### config.mk
export PLATFORM = sky130hd
export DESIGN_NAME = seg_display_mux
export DESIGN_NICKNAME = d
export VERILOG_FILES = /design/src/rtl/seg_display_pkg.sv /design/src/rtl/seg_display_mux_bin2bcd_seq.sv /design/src/rtl/seg_display_mux.sv
export SDC_FILE = /design/constraint.sdc
export NUM_CORES = 1
export LEC_CHECK = 0
export CORE_UTILIZATION = 50
export CTS_CLUSTER_DIAMETER = 80
export DETAILED_ROUTE_END_ITERATION = 16
export PLACE_DENSITY_LB_ADDON = 0.05
export SLEW_MARGIN = 10
export SYNTH_ARGS = -nofsm -noshare
export SYNTH_HDL_FRONTEND = slang
export SYNTH_SLANG_ARGS = --single-unit
### constraint.sdc
create_clock -name clk -period 2.2 [get_ports clk]
set_input_delay 0.44 -clock clk [delete_from_list [all_inputs] [get_ports clk]]
set_output_delay 0.44 -clock clk [all_outputs]
set_load 0.02 [all_outputs]
### src/rtl/seg_display_pkg.sv
// Shared types, segment constants and helpers for the multiplexed
// 7-segment display stage.
//   conv_state_t : binary-to-BCD conversion FSM states
//   SEG_BLANK    : all segments off (active low)
//   SEG_DASH     : only segment g lit
//   bcd_to_seg() : BCD nibble -> active-low {g,f,e,d,c,b,a}
//   pow10()      : 10^n, used to size the overflow threshold
package seg_display_pkg;

    typedef enum logic [1:0] {
        IDLE  = 2'd0,
        SHIFT = 2'd1,
        DONE  = 2'd2
    } conv_state_t;

    localparam logic [6:0] SEG_BLANK = 7'h7F;
    localparam logic [6:0] SEG_DASH  = 7'b0111111;

    function automatic logic [6:0] bcd_to_seg(input logic [3:0] nibble);
        logic [6:0] s;
        case (nibble)
            4'd0:    s = 7'b1000000;
            4'd1:    s = 7'b1111001;
            4'd2:    s = 7'b0100100;
            4'd3:    s = 7'b0110000;
            4'd4:    s = 7'b0011001;
            4'd5:    s = 7'b0010010;
            4'd6:    s = 7'b0000010;
            4'd7:    s = 7'b1111000;
            4'd8:    s = 7'b0000000;
            4'd9:    s = 7'b0010000;
            default: s = SEG_DASH;
        endcase
        return s;
    endfunction

    function automatic logic [63:0] pow10(input int n);
        logic [63:0] r;
        r = 64'd1;
        for (int i = 0; i < 19; i++) begin
            if (i < n) r = r * 64'd10;
        end
        return r;
    endfunction

endpackage

### src/rtl/seg_display_mux_bin2bcd_seq.sv
// Sequential binary-to-BCD converter (double-dabble), one bit per cycle.
//   clk, rst : clock, asynchronous active-low reset
//   start    : capture bin and begin a conversion (accepted in IDLE or DONE)
//   bin      : binary input
//   busy     : conversion in progress (stays high across back-to-back starts)
//   done     : high for the single DONE cycle; bcd/ovf are valid then
//   bcd      : low NUM_DIGITS BCD digits of the result
//   ovf      : captured value exceeds 10^NUM_DIGITS - 1
//
// state | meaning
// IDLE  | waiting for start
// SHIFT | VALUE_W add-3/shift iterations, counted down to zero
// DONE  | result valid for one cycle; restart directly if start is high
module bin2bcd_seq
    import seg_display_pkg::*;
#(
    parameter int VALUE_W    = 14,
    parameter int NUM_DIGITS = 4
) (
    input  logic                    clk,
    input  logic                    rst,
    input  logic                    start,
    input  logic [VALUE_W-1:0]      bin,
    output logic                    busy,
    output logic                    done,
    output logic [4*NUM_DIGITS-1:0] bcd,
    output logic                    ovf
);

    // ceil(VALUE_W*log10(2)) <= (VALUE_W+2)/3, so the accumulator never
    // loses a carry even when the display has fewer digits.
    localparam int FULL_DIGITS = (VALUE_W + 2) / 3;
    localparam int ACC_DIGITS  = (FULL_DIGITS > NUM_DIGITS) ? FULL_DIGITS : NUM_DIGITS;
    localparam int ACC_W       = 4 * ACC_DIGITS;
    localparam int CNT_W       = (VALUE_W > 1) ? $clog2(VALUE_W) : 1;
    localparam logic [CNT_W-1:0] CNT_LAST  = CNT_W'(VALUE_W - 1);
    localparam logic [63:0]      MAX_SHOWN = pow10(NUM_DIGITS) - 64'd1;

    conv_state_t        state;
    logic [ACC_W-1:0]   acc;
    logic [ACC_W-1:0]   acc_adj;
    logic [VALUE_W-1:0] sh;
    logic [CNT_W-1:0]   cnt;

    always_comb begin
        acc_adj = acc;
        for (int d = 0; d < ACC_DIGITS; d++) begin
            if (acc[4*d +: 4] >= 4'd5) acc_adj[4*d +: 4] = acc[4*d +: 4] + 4'd3;
        end
    end

    assign bcd = acc[4*NUM_DIGITS-1:0];

    always_ff @(posedge clk or negedge rst) begin
        if (!rst) begin
            state <= IDLE;
            acc   <= '0;
            sh    <= '0;
            cnt   <= '0;
            busy  <= 1'b0;
            done  <= 1'b0;
            ovf   <= 1'b0;
        end else begin
            done <= 1'b0;
            case (state)
                SHIFT: begin
                    {acc, sh} <= {acc_adj, sh} << 1;
                    if (cnt == '0) begin
                        state <= DONE;
                        done  <= 1'b1;
                    end else begin
                        cnt <= cnt - 1'b1;
                    end
                end
                default: begin
                    if (start) begin
                        sh    <= bin;
                        acc   <= '0;
                        cnt   <= CNT_LAST;
                        ovf   <= (64'(bin) > MAX_SHOWN);
                        busy  <= 1'b1;
                        state <= SHIFT;
                    end else begin
                        busy  <= 1'b0;
                        state <= IDLE;
                    end
                end
            endcase
        end
    end

endmodule

### src/rtl/seg_display_mux.sv
// N-digit multiplexed 7-segment driver with sequential BCD conversion,
// per-digit blink, leading-zero blanking and overflow dashes.
//   clk, rst  : clock, asynchronous active-low reset
//   value     : binary value, captured on load
//   load      : single-cycle capture strobe (queued one deep while busy)
//   blink_en  : per-digit blink enable, bit 0 = rightmost digit
//   blank_lz  : blank leading zeros (digit 0 always shown)
//   dp        : per-digit decimal point, active high
//   busy      : BCD conversion in progress
//   seg       : segments {g,f,e,d,c,b,a}, active low, registered
//   dp_n      : decimal point, active low, registered
//   an        : anodes, active low, registered; an[0] = rightmost digit
module seg_display_mux
    import seg_display_pkg::*;
#(
    parameter int NUM_DIGITS = 4,
    parameter int VALUE_W    = 14,
    parameter int CLK_HZ     = 100000000,
    parameter int REFRESH_HZ = 500,
    parameter int BLINK_HZ   = 2
) (
    input  logic                  clk,
    input  logic                  rst,
    input  logic [VALUE_W-1:0]    value,
    input  logic                  load,
    input  logic [NUM_DIGITS-1:0] blink_en,
    input  logic                  blank_lz,
    input  logic [NUM_DIGITS-1:0] dp,
    output logic                  busy,
    output logic [6:0]            seg,
    output logic                  dp_n,
    output logic [NUM_DIGITS-1:0] an
);

    localparam int DWELL_RAW  = CLK_HZ / (REFRESH_HZ * NUM_DIGITS);
    localparam int DWELL      = (DWELL_RAW < 1) ? 1 : DWELL_RAW;
    localparam int BLINK_RAW  = CLK_HZ / (2 * BLINK_HZ);
    localparam int BLINK_HALF = (BLINK_RAW < 1) ? 1 : BLINK_RAW;
    localparam int DWELL_W    = (DWELL > 1) ? $clog2(DWELL) : 1;
    localparam int BLINK_W    = (BLINK_HALF > 1) ? $clog2(BLINK_HALF) : 1;
    localparam int IDX_W      = (NUM_DIGITS > 1) ? $clog2(NUM_DIGITS) : 1;
    localparam logic [DWELL_W-1:0] DWELL_LAST = DWELL_W'(DWELL - 1);
    localparam logic [BLINK_W-1:0] BLINK_LAST = BLINK_W'(BLINK_HALF - 1);
    localparam logic [IDX_W-1:0]   IDX_LAST   = IDX_W'(NUM_DIGITS - 1);

    logic                    conv_start;
    logic                    conv_done;
    logic [VALUE_W-1:0]      conv_bin;
    logic [4*NUM_DIGITS-1:0] conv_bcd;
    logic                    conv_ovf;
    logic [VALUE_W-1:0]      pend_val;
    logic                    pend_vld;
    logic [4*NUM_DIGITS-1:0] disp_bcd;
    logic                    disp_ovf;

    logic [DWELL_W-1:0]      dwell_cnt;
    logic [BLINK_W-1:0]      blink_cnt;
    logic                    blink_phase;
    logic [IDX_W-1:0]        digit_idx;

    logic [3:0]              cur_nib;
    logic [NUM_DIGITS-1:0]   lz_blank;
    logic                    zero_run;
    logic                    blink_off;
    logic [6:0]              seg_next;
    logic                    dp_n_next;
    logic [NUM_DIGITS-1:0]   an_next;

    // A load during DONE (or a queued one) restarts the converter without
    // dropping busy; a fresh load beats the older pending value.
    assign conv_start = (!busy && load) || (conv_done && (load || pend_vld));
    assign conv_bin   = load ? value : pend_val;

    bin2bcd_seq #(
        .VALUE_W    (VALUE_W),
        .NUM_DIGITS (NUM_DIGITS)
    ) u_bin2bcd (
        .clk   (clk),
        .rst   (rst),
        .start (conv_start),
        .bin   (conv_bin),
        .busy  (busy),
        .done  (conv_done),
        .bcd   (conv_bcd),
        .ovf   (conv_ovf)
    );

    always_ff @(posedge clk or negedge rst) begin
        if (!rst) begin
            pend_val <= '0;
            pend_vld <= 1'b0;
            disp_bcd <= '0;
            disp_ovf <= 1'b0;
        end else begin
            if (conv_done) begin
                pend_vld <= 1'b0;
                disp_bcd <= conv_bcd;
                disp_ovf <= conv_ovf;
            end else if (busy && load) begin
                pend_val <= value;
                pend_vld <= 1'b1;
            end
        end
    end

    always_ff @(posedge clk or negedge rst) begin
        if (!rst) begin
            dwell_cnt   <= '0;
            digit_idx   <= '0;
            blink_cnt   <= '0;
            blink_phase <= 1'b0;
        end else begin
            if (dwell_cnt == DWELL_LAST) begin
                dwell_cnt <= '0;
                digit_idx <= (digit_idx == IDX_LAST) ? '0 : digit_idx + 1'b1;
            end else begin
                dwell_cnt <= dwell_cnt + 1'b1;
            end
            if (blink_cnt == BLINK_LAST) begin
                blink_cnt   <= '0;
                blink_phase <= ~blink_phase;
            end else begin
                blink_cnt <= blink_cnt + 1'b1;
            end
        end
    end

    // lz_blank[i]: digit i and every digit above it are zero.
    always_comb begin
        zero_run = 1'b1;
        lz_blank = '0;
        for (int i = NUM_DIGITS - 1; i >= 0; i--) begin
            zero_run = zero_run && (disp_bcd[4*i +: 4] == 4'd0);
            if (i > 0) lz_blank[i] = zero_run;
        end
    end

    always_comb begin
        cur_nib   = disp_bcd[4*digit_idx +: 4];
        blink_off = blink_phase && blink_en[digit_idx];
        an_next   = '1;
        an_next[digit_idx] = 1'b0;
        dp_n_next = ~dp[digit_idx];
        if (blink_off) begin
            seg_next  = SEG_BLANK;
            dp_n_next = 1'b1;
        end else if (disp_ovf) begin
            seg_next = SEG_DASH;
        end else if (blank_lz && lz_blank[digit_idx]) begin
            seg_next = SEG_BLANK;
        end else begin
            seg_next = bcd_to_seg(cur_nib);
        end
    end

    always_ff @(posedge clk or negedge rst) begin
        if (!rst) begin
            an   <= '1;
            seg  <= SEG_BLANK;
            dp_n <= 1'b1;
        end else begin
            an   <= an_next;
            seg  <= seg_next;
            dp_n <= dp_n_next;
        end
    end

endmodule

Word-level counts from Yosys, hierarchy flattened --
Memories as Yosys holds them, arrays and structs flattened. Index checks and enable logic that the tools add are counted.
Storage, ports and cells: bits in registers 131, bits in read-only memories 112, output and inout port bits 13, word-level logic and storage cells 104, memories 1
Memories:
- (name not given) | words 16, width 7, rd ports 1, clocked after memory_dff 0, wr ports 0, line seg_display_pkg.sv:21 | case (nibble)
Cells by class: add/sub/neg operators 9, magnitude comparators 8, equality and inequality tests 6, shift operators 1, muxes and demuxes 36, bitwise logic cells 5, reductions and logical operators 20
Operator list (number):
- 2-to-1 mux 14 bit | 3
- 2-to-1 mux 20 bit | 2
- 2-to-1 mux 4 bit | 7
- adder 25 x 1 -> 25 bit (second input constant) | 1
- equality test 25 bit (second input constant) | 1
- 2-to-1 mux 25 bit | 1
- 2-to-1 mux 7 bit | 3
- greater-or-equal comparator 4 x 3 -> 1 bit (second input constant) | 5
- adder 16 x 1 -> 16 bit (second input constant) | 1
- adder 4 x 2 -> 4 bit (second input constant) | 4
- equality test 16 bit (second input constant) | 1
- logical NOT 4 bit | 4
- 2-to-1 mux 16 bit | 1
- indexed part select 16 x 5 -> 4 bit | 1
- greater-than comparator 14 bit (second input constant) | 1
- 2-to-1 mux 1 bit | 11
- logical AND 1 bit | 8
- binary-select mux 1 bit (select 2 bit) | 3
- 2-to-1 mux 2 bit | 3
- AND reduction 2 bit | 3
- inverter 1 bit | 4
- inverter 4 bit | 1
- nonzero test 2 bit | 2
- subtractor 4 x 1 -> 4 bit (second input constant) | 1
- 12 further kinds | 13

Depth between registers and ports, before layout --
Gate-level depths: netlist of the first run.
depth in word-level cells 9, gate-level depth with buffers 7, mapped depth without buffers 6

Cells and area by module --
Synthesis of the first run repeated with hierarchy kept, for this count alone.
Second synthesis, totals: cells, all modules 575, area, all modules 6463.7 um^2
Modules (own cells, without submodules):
- seg_display_mux | times used 1, cells an instance 365, area each 4327.9 um^2, seq. area each 2217.1 um^2
- bin2bcd_seq | times used 1, cells an instance 210, area each 2135.8 um^2, seq. area each 975.9 um^2

Worst setup path after synthesis of the first run --
Ideal clock, no wire load.
path kind reg2reg, start point reg digit_idx[0], end point reg seg[3], setup time 0.087 ns, arrival 1.673 ns, path slack 0.440 ns, stages on the path, launching flop included 7, buffers on the path 1, period minus slack after synthesis 1.760 ns, cells stage by stage dfrtp_1 -> buf_6 -> mux4_2 -> ha_1 -> or2_1 -> a21oi_1 -> o21ai_0
On the way: word-level cells in the longest chain between the ends 6, elaborated cells between the ends (all ways) 11, classes of those cells shift (1); mux (7); reduce/logical (2); memory (1)
Ends and longest elaborated chain:
- start: declaration | line seg_display_mux.sv:59 | logic [IDX_W-1:0] digit_idx;
- start signal: assignment | line seg_display_mux.sv:115 | digit_idx <= (digit_idx == IDX_LAST) ? '0 : digit_idx + 1'b1;
- parallel branches: the longest is 5 deep, another holds memory (16 x 7 bit)
- 2-to-1 mux 7 bit * | line seg_display_mux.sv:144 | if (blink_off) begin
- net seg_next[3] | line seg_display_mux.sv:65 | logic [6:0] seg_next;
- end signal: assignment | line seg_display_mux.sv:163 | seg <= seg_next;
- end: declaration | line seg_display_mux.sv:30 | output logic [6:0] seg,
Mark *: on every way through the listed nets, which the timed path passes. The select of a mux whose other input is x is not followed. A chain may end at the register's enable or synchronous reset.

Worst setup path in the final report of the first run --
start point reg an[3], end point out an[3]
RTL lines:
- start: declaration | line seg_display_mux.sv:32 | output logic [NUM_DIGITS-1:0] an
- start signal: assignment | line seg_display_mux.sv:162 | an <= an_next;
No word-level cell between the ends.

==> results of run 1 <==
sequential cells by signal (all words and copies together), names as in the netlist, 2 cells and up:
register	count
u_bin2bcd.cnt	4
seg	7
digit_idx	2
u_bin2bcd.state	2
disp_bcd	16
blink_cnt	25
an	4
dwell_cnt	16
u_bin2bcd.acc	16
u_bin2bcd.sh	14
pend_val	14
worst register-to-register path, cell delays in order (launching register included):
cell and delay, ps:
dfrtp_1 390, inv_1 80, ha_1 140, or3b_2 480, nor2_1 270, nor2_1 140
mux2_2 280
logic make-up (layout without fill, tap and decap cells):
group | Yosys count | count (layout)
AND/OR/NAND/NOR | 155 | 155
flip-flops | 127 | 127
AO/OA/AOI/OAI | 98 | 98
multiplexers | 58 | 58
buffers and inverters | 50 | 112
XOR/XNOR | 35 | 35
adder cells (fa/ha/maj) | 21 | 21
cells in the final DEF (no fill, tap or decap), types with 2 or more instances in the layout:
cell type and count:
mux2i_1 21, o21ai_0 42, nand3_1 17, ha_1 21
dfrtp_1 115, mux2_2 31, and4_1 7, buf_12 3
mux4_2 6, nor4b_1 2, and3_1 4, clkbuf_8 6
a21oi_1 21, nor2b_1 6, nor2_1 24, a22oi_1 13
clkinv_2 4, xnor2_1 18, buf_4 14, xor2_1 17
nand2b_1 8, inv_1 27, or4_1 4, nand2_1 33
bufinv_16 2, clkbuf_16 17, or3_1 7, dfstp_2 12
nor4_1 9, o31ai_1 10, nor3_1 11, nand4_1 12
clkdlybuf4s50_1 37, and2_1 3, a22o_1 5
layer usage:
metal,share of wire (%),vias to the layer above
met4,1.4,0
met2,47,65
met5,0,-
met1,48,2049
li1,-,2055
met3,3.2,10
cell usage after synthesis, types with 10 or more instances:
library cell and instances:
o31ai_1 10, ha_1 21, o21ai_0 42, mux2i_1 21, xnor2_1 18, a22oi_1 13
inv_1 27, nor3_1 11, mux2_2 31, clkbuf_1 12, xor2_1 17, a21oi_1 21
nor2_1 24, dfrtp_1 115, nand4_1 12, dfstp_2 12, nand3_1 17, nand2_1 33
worst max-delay path by stage:
stage | to | slack (ps) | depth (start not counted)
floorplan | seg[3]$_DFF_PN1_ | 440 | 6
global placement | u_bin2bcd.cnt[3]$_DFFE_PN0P_ | 210 | 6
detailed placement | u_bin2bcd.cnt[3]$_DFFE_PN0P_ | 180 | 6
CTS | an[3] | 190 | 1
global route | dwell_cnt[12]$_DFF_PN0_ | 160 | 5
finish | an[3] | 220 | 1
stage by stage:
step                std cells  hold WS, ps  instance area [sq um]
finish                    753        420.9                   7327
global placement          722        409.3                   6725
detailed placement        722        416.7                   6725
global route              753        451.9                   7327
floorplan                 544        144.4                   6118
CTS                       753        424.2                   7327
power breakdown:
| part | internal (mW) | leakage (nW) | switching (mW) | total, mW |
|---|---|---|---|---|
| Combinational | 1.13 | 1.36 | 1.21 | 2.34 |
| Clock | 1.83 | 0.298 | 0.954 | 2.78 |
| Sequential | 2.98 | 1.61 | 0.414 | 3.39 |
repair_timing:
item | in CTS | in global routing
hold buffers | 1 | 0
resized for setup | 0 | 0
hold endpoints to repair | 13 | 0
final cells by class:
type	instances	area [sq um]	share of cell area, %
flip-flops and latches	127	3193	43.58
multi-input cells	367	2711	37.00
repair buffers	55	545.5	7.445
clock buffers	24	511.7	6.984
well taps	147	183.9	2.510
inverters	27	101.3	1.383
clock inverters	6	80.08	1.093
==> summary.md, run 1 <==
| Metric | Value |
|---|---|
| Residual antenna-violating net count after detailed routing | 0 |
| Hold_sp | disp_ovf$_DFFE_PN0P_ |
| Row cnt | 40 |
| Synth area leaders | dfrtp_1 47%, mux2_2 5.7%, dfstp_2 5.2%, ha_1 4.3%, mux2i_1 3.4% |
| N_diodes | 0 |
| M3 GR Usage | 4.860% |
| Layout fillers | 999 |
| Slowest cell on crit path | clkdlybuf4s50_1 |
| Via density per instance | 5.550 |
| Grt met2 use | 31.81% |
| Delay-heaviest family, CP | buffers and inverters |
| Dpl hpwl | 7.813 mm |
| Nets | 642 |
| Clk Latency, worst-skew pair | 420 ps |
| Ports | 39 |
| Final critical-path share of the clock period | 90.08% |
| Area Overhead vs Synth | 19.75% |
| Chip Width | 112.6 um |
| DR vias | 4179 |
| Power Density | 1161 nW/um^2 |
| DP Worst Slack | 183.7 ps |
| GRT Util Overall | 20.24% |
| First-pass GRT wire length | 20.06 mm |
| Syn nets | 591 |
| Hold Path Class | reg2reg |
| Worst vdd ir | 0.6299 mV |
| Cells on worst reg2reg path | 6 |
| Routed len/inst | 15.01 um |
| Top-area cell type share of the netlist area | 47.03% |
| R2r endpoint | u_bin2bcd.cnt[0]$_DFFE_PN0P_ |
| Status | finished, final reports clean |
| Synth Area in Adders | 4.294% |
| Post-Syn Instances | 544 |
| WP data required | 1760 ps |
| Final setup violation count | 0 |
| Largest family of logic cells by synthesized area | simple AND/OR/NAND/NOR gates |
| Setup CP Type | reg2out |
| Layout cells sized above 1 | 16.67% |
| Total power | 8.510 mW |
| Max-slew headroom | 63.82% |
| Worst setup path startpoint | an[3]$_DFF_PN1_ |
| R2R setup slack | 300 ps |
| Root Driver | clkbuf_16 |
| Final worst path period need | 1982 ps |
| Async SR Flop Fraction | 100.0% |
| Port Buffers | 38 |
| Synth warn | 0 |
| Final Hold Vio Count | 0 |
| Startpoint types | flop |
| Initial Utilization | 51.15% |
| Compound-Gate Fraction of Synth Area | 9.571% |
| GPL Wtd Cong | 0.7965 |
| Max cap viols | 0 |
| CTS Sinks | 127 |
| H-tree Lvls | 4 |
| Simple-gate share of the synthesized area | 14.09% |
| GRT Residual Overflow | 0 |
| Fmax | 504.6 MHz |
| Core footprint | 11960 sq um |
| CP peak stage delay | 610 ps |
| DRT Pass-1 Iters | 4 |
| Ys flop type | dfrtp_1 |
| Busiest layer in global routing | met2 |
| Largest net degree at the start of global routing | 61 |
| WHS Path Cells | 1 |
| Area leader, netlist | dfrtp_1 |
| Yosys reg bits | 127 |
| Crit path max fanout | 1 |
| RSZ-0062 raised after global routing | no |
| Post-synthesis mux area share | 11.35% |
| Netlist Area Pre-Place | 6118 sq um |
| Setup crit end kind | primary output |
| CTS tree | yes |
| Final Util | 61.26% |
| Die H | 112.6 um |
| CTS buffer count | 17 |
| CP Cell Sequence | clkdlybuf4s50_1 |
| Hold EP | seg[6]$_DFF_PN1_ |
| Initial antenna violation count | 0 |
| Post-synthesis cell type count | 49 |
| Worst Setup Slack, final | 218.3 ps |
| XOR/XNOR share of the synthesized area | 5.010% |
| Number of global-route vias before repair | 4241 |
| WP buf/inv | 1 |
| Avg Synthesized Cell Area | 11.25 sq um |
| Leakage power | 3.265 nW |
| Final Max Slew Viols | 0 |
| Residual DRC | 0 |
| Die ar. | 12680 sq um |
| EDFF count, synth | 0 |
| Clk slew on worst S/H paths | 50 ps |
| Worst r2r src | u_bin2bcd.cnt[0]$_DFFE_PN0P_ |
| TNS Setup | 0 ps |
| Clock Tree Buf Depth | 2 |
| Worst Tran Pin Value | 538.5 ps |
| Routed WL | 11.30 mm |
| Post-CTS setup buffers | 0 |
| Part of the Yosys area used for sequential elements | 52.19% |
| Worst EP arrival | 1540 ps |
| Met1 Resource Use GR | 26.61% |
| Fin Clk Skew | 9.446 ps |
| Initial drt markers | 203 |
Note: power is estimated with default switching activity, not from simulation.
==> inputs of run 2 (changes only) <==
--- a/config.mk
+++ b/config.mk
@@ -8,6 +8,7 @@
 export CORE_UTILIZATION = 50
 export CTS_CLUSTER_DIAMETER = 80
 export DETAILED_ROUTE_END_ITERATION = 16
+export GPL_ROUTABILITY_DRIVEN = 0
 export PLACE_DENSITY_LB_ADDON = 0.05
 export SLEW_MARGIN = 10
 export SYNTH_ARGS = -nofsm -noshare
==> results of run 2 <==
Same layout as run 1: the final DEF is identical, and so are final timing and power.
==> inputs of run 3 (changes only) <==
--- a/config.mk
+++ b/config.mk
@@ -5,6 +5,7 @@
 export SDC_FILE = /design/constraint.sdc
 export NUM_CORES = 1
 export LEC_CHECK = 0
+export ABC_AREA = 1
 export CORE_UTILIZATION = 50
 export CTS_CLUSTER_DIAMETER = 80
 export DETAILED_ROUTE_END_ITERATION = 16
@@ -13,4 +14,5 @@
 export SLEW_MARGIN = 10
 export SYNTH_ARGS = -nofsm -noshare
 export SYNTH_HDL_FRONTEND = slang
+export SYNTH_HIERARCHICAL = 1
 export SYNTH_SLANG_ARGS = --single-unit
==> run 3 against run 2 <==
Sequential power rose by 3%. Final cell count rose by 52%. Synthesized area grew 12%. Highest routed layer unchanged. Largest power group unchanged. Sequential share of layout area shrank 3.8 points. Worst hold slack got worse by 380 ps. Via count is 39% higher. Combinational power grew 18%.
==> summary.md, run 3 <==
| Metric | Value |
|---|---|
| Status | finished, final reports clean |
| RSZ-0062 raised after global routing | no |
| Initial Utilization | 51.46% (+0.31 points) |
| Slowest cell on crit path | clkdlybuf4s50_1 |
| First-pass GRT wire length | 25.67 mm (+28%) |
| Metal3 WL | 677 um (+84%) |
| Max reg flops | 25 (unchanged) |
| Max-slew headroom | 57.84% (-6.0 points) |
| Avg Synthesized Cell Area | 7.518 sq um (-33%) |
| CTS Hold Bufs | 0 (-1) |
| Delay-heaviest family, CP | buffers and inverters |
| Metal2 WL | 6.587 mm (+24%) |
| Yosys reg bits | 127 (unchanged) |
| Final instance area | 8031 sq um (+9.6%) |
| Post-CTS sizing | 0 (unchanged) |
| R2r endpoint | blink_cnt[18]$_DFF_PN0_ |
| Post-CTS setup buffers | 0 (unchanged) |
| N_diodes | 0 (unchanged) |
| Crit path max fanout | 1 (unchanged) |
| Setup crit end kind | primary output |
| TNS Setup | 0 ps (unchanged) |
| Hold Path Class | in2async |
| Met1 WL | 7.348 mm (+34%) |
| DRT Pass-1 Iters | 7 (+3) |
| Final Hold Vio Count | 0 (unchanged) |
| Total power | 9.056 mW (+6.4%) |
| Clock Tree Buf Depth | 2 (unchanged) |
| R2R setup slack | 350 ps (+50 ps) |
| Top-area cell type share of the netlist area | 42.06% (-5.0 points) |
| Dpl hpwl | 10.73 mm (+37%) |
| Synth top cells by count | 314 x nand2_1, 115 x dfrtp_1, 111 x inv_1, 104 x nor2_1, 69 x nand3_1 |
| Residual antenna-violating net count after detailed routing | 0 (unchanged) |
| Nets | 1006 (+57%) |
| Sequential Power Share | 38.5% (-1.4 points) |
| CP Cell Sequence | clkdlybuf4s50_1 |
| Uppermost layer routed | met4 |
| Commonest non-fill, non-tap cell in the layout | nand2_1 |
| Clk Latency, worst-skew pair | 420 ps (about the same) |
| Layout cells sized above 1 | 7.922% (-8.7 points) |
| Chip Width | 119.0 um (+5.6%) |
| Routed len/inst | 12.89 um (-14%) |
| Synth area leaders | dfrtp_1 42%, nand2_1 17%, inv_1 6.1%, nor2_1 5.7%, nand3_1 5.0% |
| Largest reg by FF count | blink_cnt |
| Power Density | 1128 nW/um^2 (-2.9%) |
| Root Driver | clkbuf_16 |
| Async SR Flop Fraction | 100.0% (unchanged) |
| WP data required | 1760 ps (about the same) |
| Port Buffers | 38 (unchanged) |
| Clk slew on worst S/H paths | 60 ps (about the same) |
| Clock share of power | 30.9% (-1.8 points) |
| Fin Clk Skew | 7.035 ps (-2.411 ps) |
| DR vias | 5788 (+39%) |
| Worst Tran Pin Value | 632.4 ps (+93.89 ps) |
| Area leader, netlist | dfrtp_1 |
| GRT Util Overall | 23.05% (+2.8 points) |
| Combinational share of power | 30.6% (+3.1 points) |
| CTS buffer count | 17 (unchanged) |
| Largest net degree at the start of global routing | 46 (-25%) |
| Startpoint types | flop |
| Post-synthesis cell type count | 30 (-39%) |
| GRT Residual Overflow | 0 (unchanged) |
| Switching share of power | 34.61% (+4.4 points) |
| CP peak stage delay | 610 ps (about the same) |
| Synth warn | 6 (+6) |
| Max cap viols | 0 (unchanged) |
| H-tree Lvls | 4 (unchanged) |
| Most frequent cells in the layout | 314 x nand2_1, 115 x dfrtp_1, 111 x inv_1, 104 x nor2_1, 69 x nand3_1 |
| Core footprint | 13300 sq um (+11%) |
| Row cnt | 42 (+5.0%) |
| Dpl cell area | 7432 sq um (+11%) |
| Most frequent cell after synthesis | nand2_1 |
| Number of global-route vias before repair | 5475 (+29%) |
| Fmax | 501.2 MHz (-0.68%) |
| Worst r2r src | blink_cnt[0]$_DFF_PN0_ |
| Initial drt markers | 407 (+100%) |
| Net load switching power | 3.134 mW (+22%) |
| Area Overhead vs Synth | 17.39% |
| Residual DRC | 0 (unchanged) |
| WP buf/inv | 1 (unchanged) |
| Final Util | 60.41% (-0.85 points) |
| Netlist Area Pre-Place | 6842 sq um (+12%) |
| Post-Syn Instances | 910 (+67%) |
| Internal | 5.922 mW (-0.23%) |
| EDFF count, synth | 0 (unchanged) |
| Via density per instance | 5.042 (-9.2%) |
| Final Max Slew Viols | 0 (unchanged) |
| CTS Sinks | 127 (unchanged) |
| Routed WL | 14.80 mm (+31%) |
| Final critical-path share of the clock period | 90.69% (+0.62 points) |
| Die ar. | 14160 sq um (+12%) |
| Final setup violation count | 0 (unchanged) |
| Setup CP Type | reg2out |
| Initial antenna violation count | 0 (unchanged) |
| Cells on worst reg2reg path | 8 (+2) |
| CTS tree | yes |
| Ports | 39 (unchanged) |
| Die H | 119.0 um (+5.6%) |
| Syn nets | 957 (+62%) |
| Leakage power | 4.080 nW (+25%) |
| Worst vdd ir | 0.8715 mV (+38%) |
| Ys flop type | dfrtp_1 |
| Worst EP arrival | 1560 ps (+20 ps) |
| Final worst path period need | 1995 ps (+13.54 ps) |
| Part of the Yosys area used for sequential elements | 46.67% (-5.5 points) |
## run 3: worst max path at each step
stage / start / endpoint / depth (start not counted) / slack [ps]
6_report: an[3]$_DFF_PN1_ / an[3] / 1 / 200
5_1_grt: seg[4]$_DFF_PN1_ / seg[4] / 1 / 160
4_1_cts: seg[4]$_DFF_PN1_ / seg[4] / 1 / 170
3_5_place_dp: load / u_bin2bcd/sh[10]$_DFFE_PN0P_ / 8 / 220
3_3_place_gp: load / u_bin2bcd/sh[1]$_DFFE_PN0P_ / 8 / 230
2_1_floorplan: digit_idx[0]$_DFFE_PN0N_ / seg[3]$_DFF_PN1_ / 11 / 510
## run 3: area by class of cell
cell class | count | area, sq um
clock buffer | 26 | 519.2
clock inverter | 6 | 80.08
fill | 1199 | 5264
inverter | 118 | 442.9
multi-input combinational | 643 | 3055
sequential | 127 | 3193
tap | 176 | 220.2
timing repair buffer | 52 | 520.5
## run 3: kinds of logic (layout without fill, tap and decap cells)
family	after synthesis	count (layout)	share of synthesized area, %
compound gates	62	62	4.700
xor+xnor	24	24	3.072
fa+ha+maj	21	21	3.840
buf+inv	140	202	8.669
flops	127	127	46.67
simple gates	536	536	33.05
## run 3: power groups by stage
stage	Clock [mW]	Sequential (mW)	Combinational [mW]
2_1_floorplan	0	3.47	2.02
3_3_place_gp	0	3.50	2.66
3_5_place_dp	0	3.51	2.78
4_1_cts	2.85	3.49	2.79
5_1_grt	2.96	3.57	3.21
6_report	2.80	3.49	2.77
## run 3: metal layers
| metal | up-vias | track usage, % |
|---|---|---|
| li1 | 2937 | - |
| met1 | 2702 | 31.94 |
| met2 | 128 | 35.89 |
| met3 | 21 | 5.029 |
| met4 | 0 | 7.674 |
| met5 | - | 0 |
## run 3: stage by stage
stage                     hold WS [ps]  setup slack [ps]  std cells
after global routing             80.11             161.8       1148
after floorplan                  144.4             514.7        910
after global placement           450.5             230.7       1116
after CTS                        57.67             166.4       1148
final                            45.01             204.7       1148
after detailed placement         453.5             218.2       1116
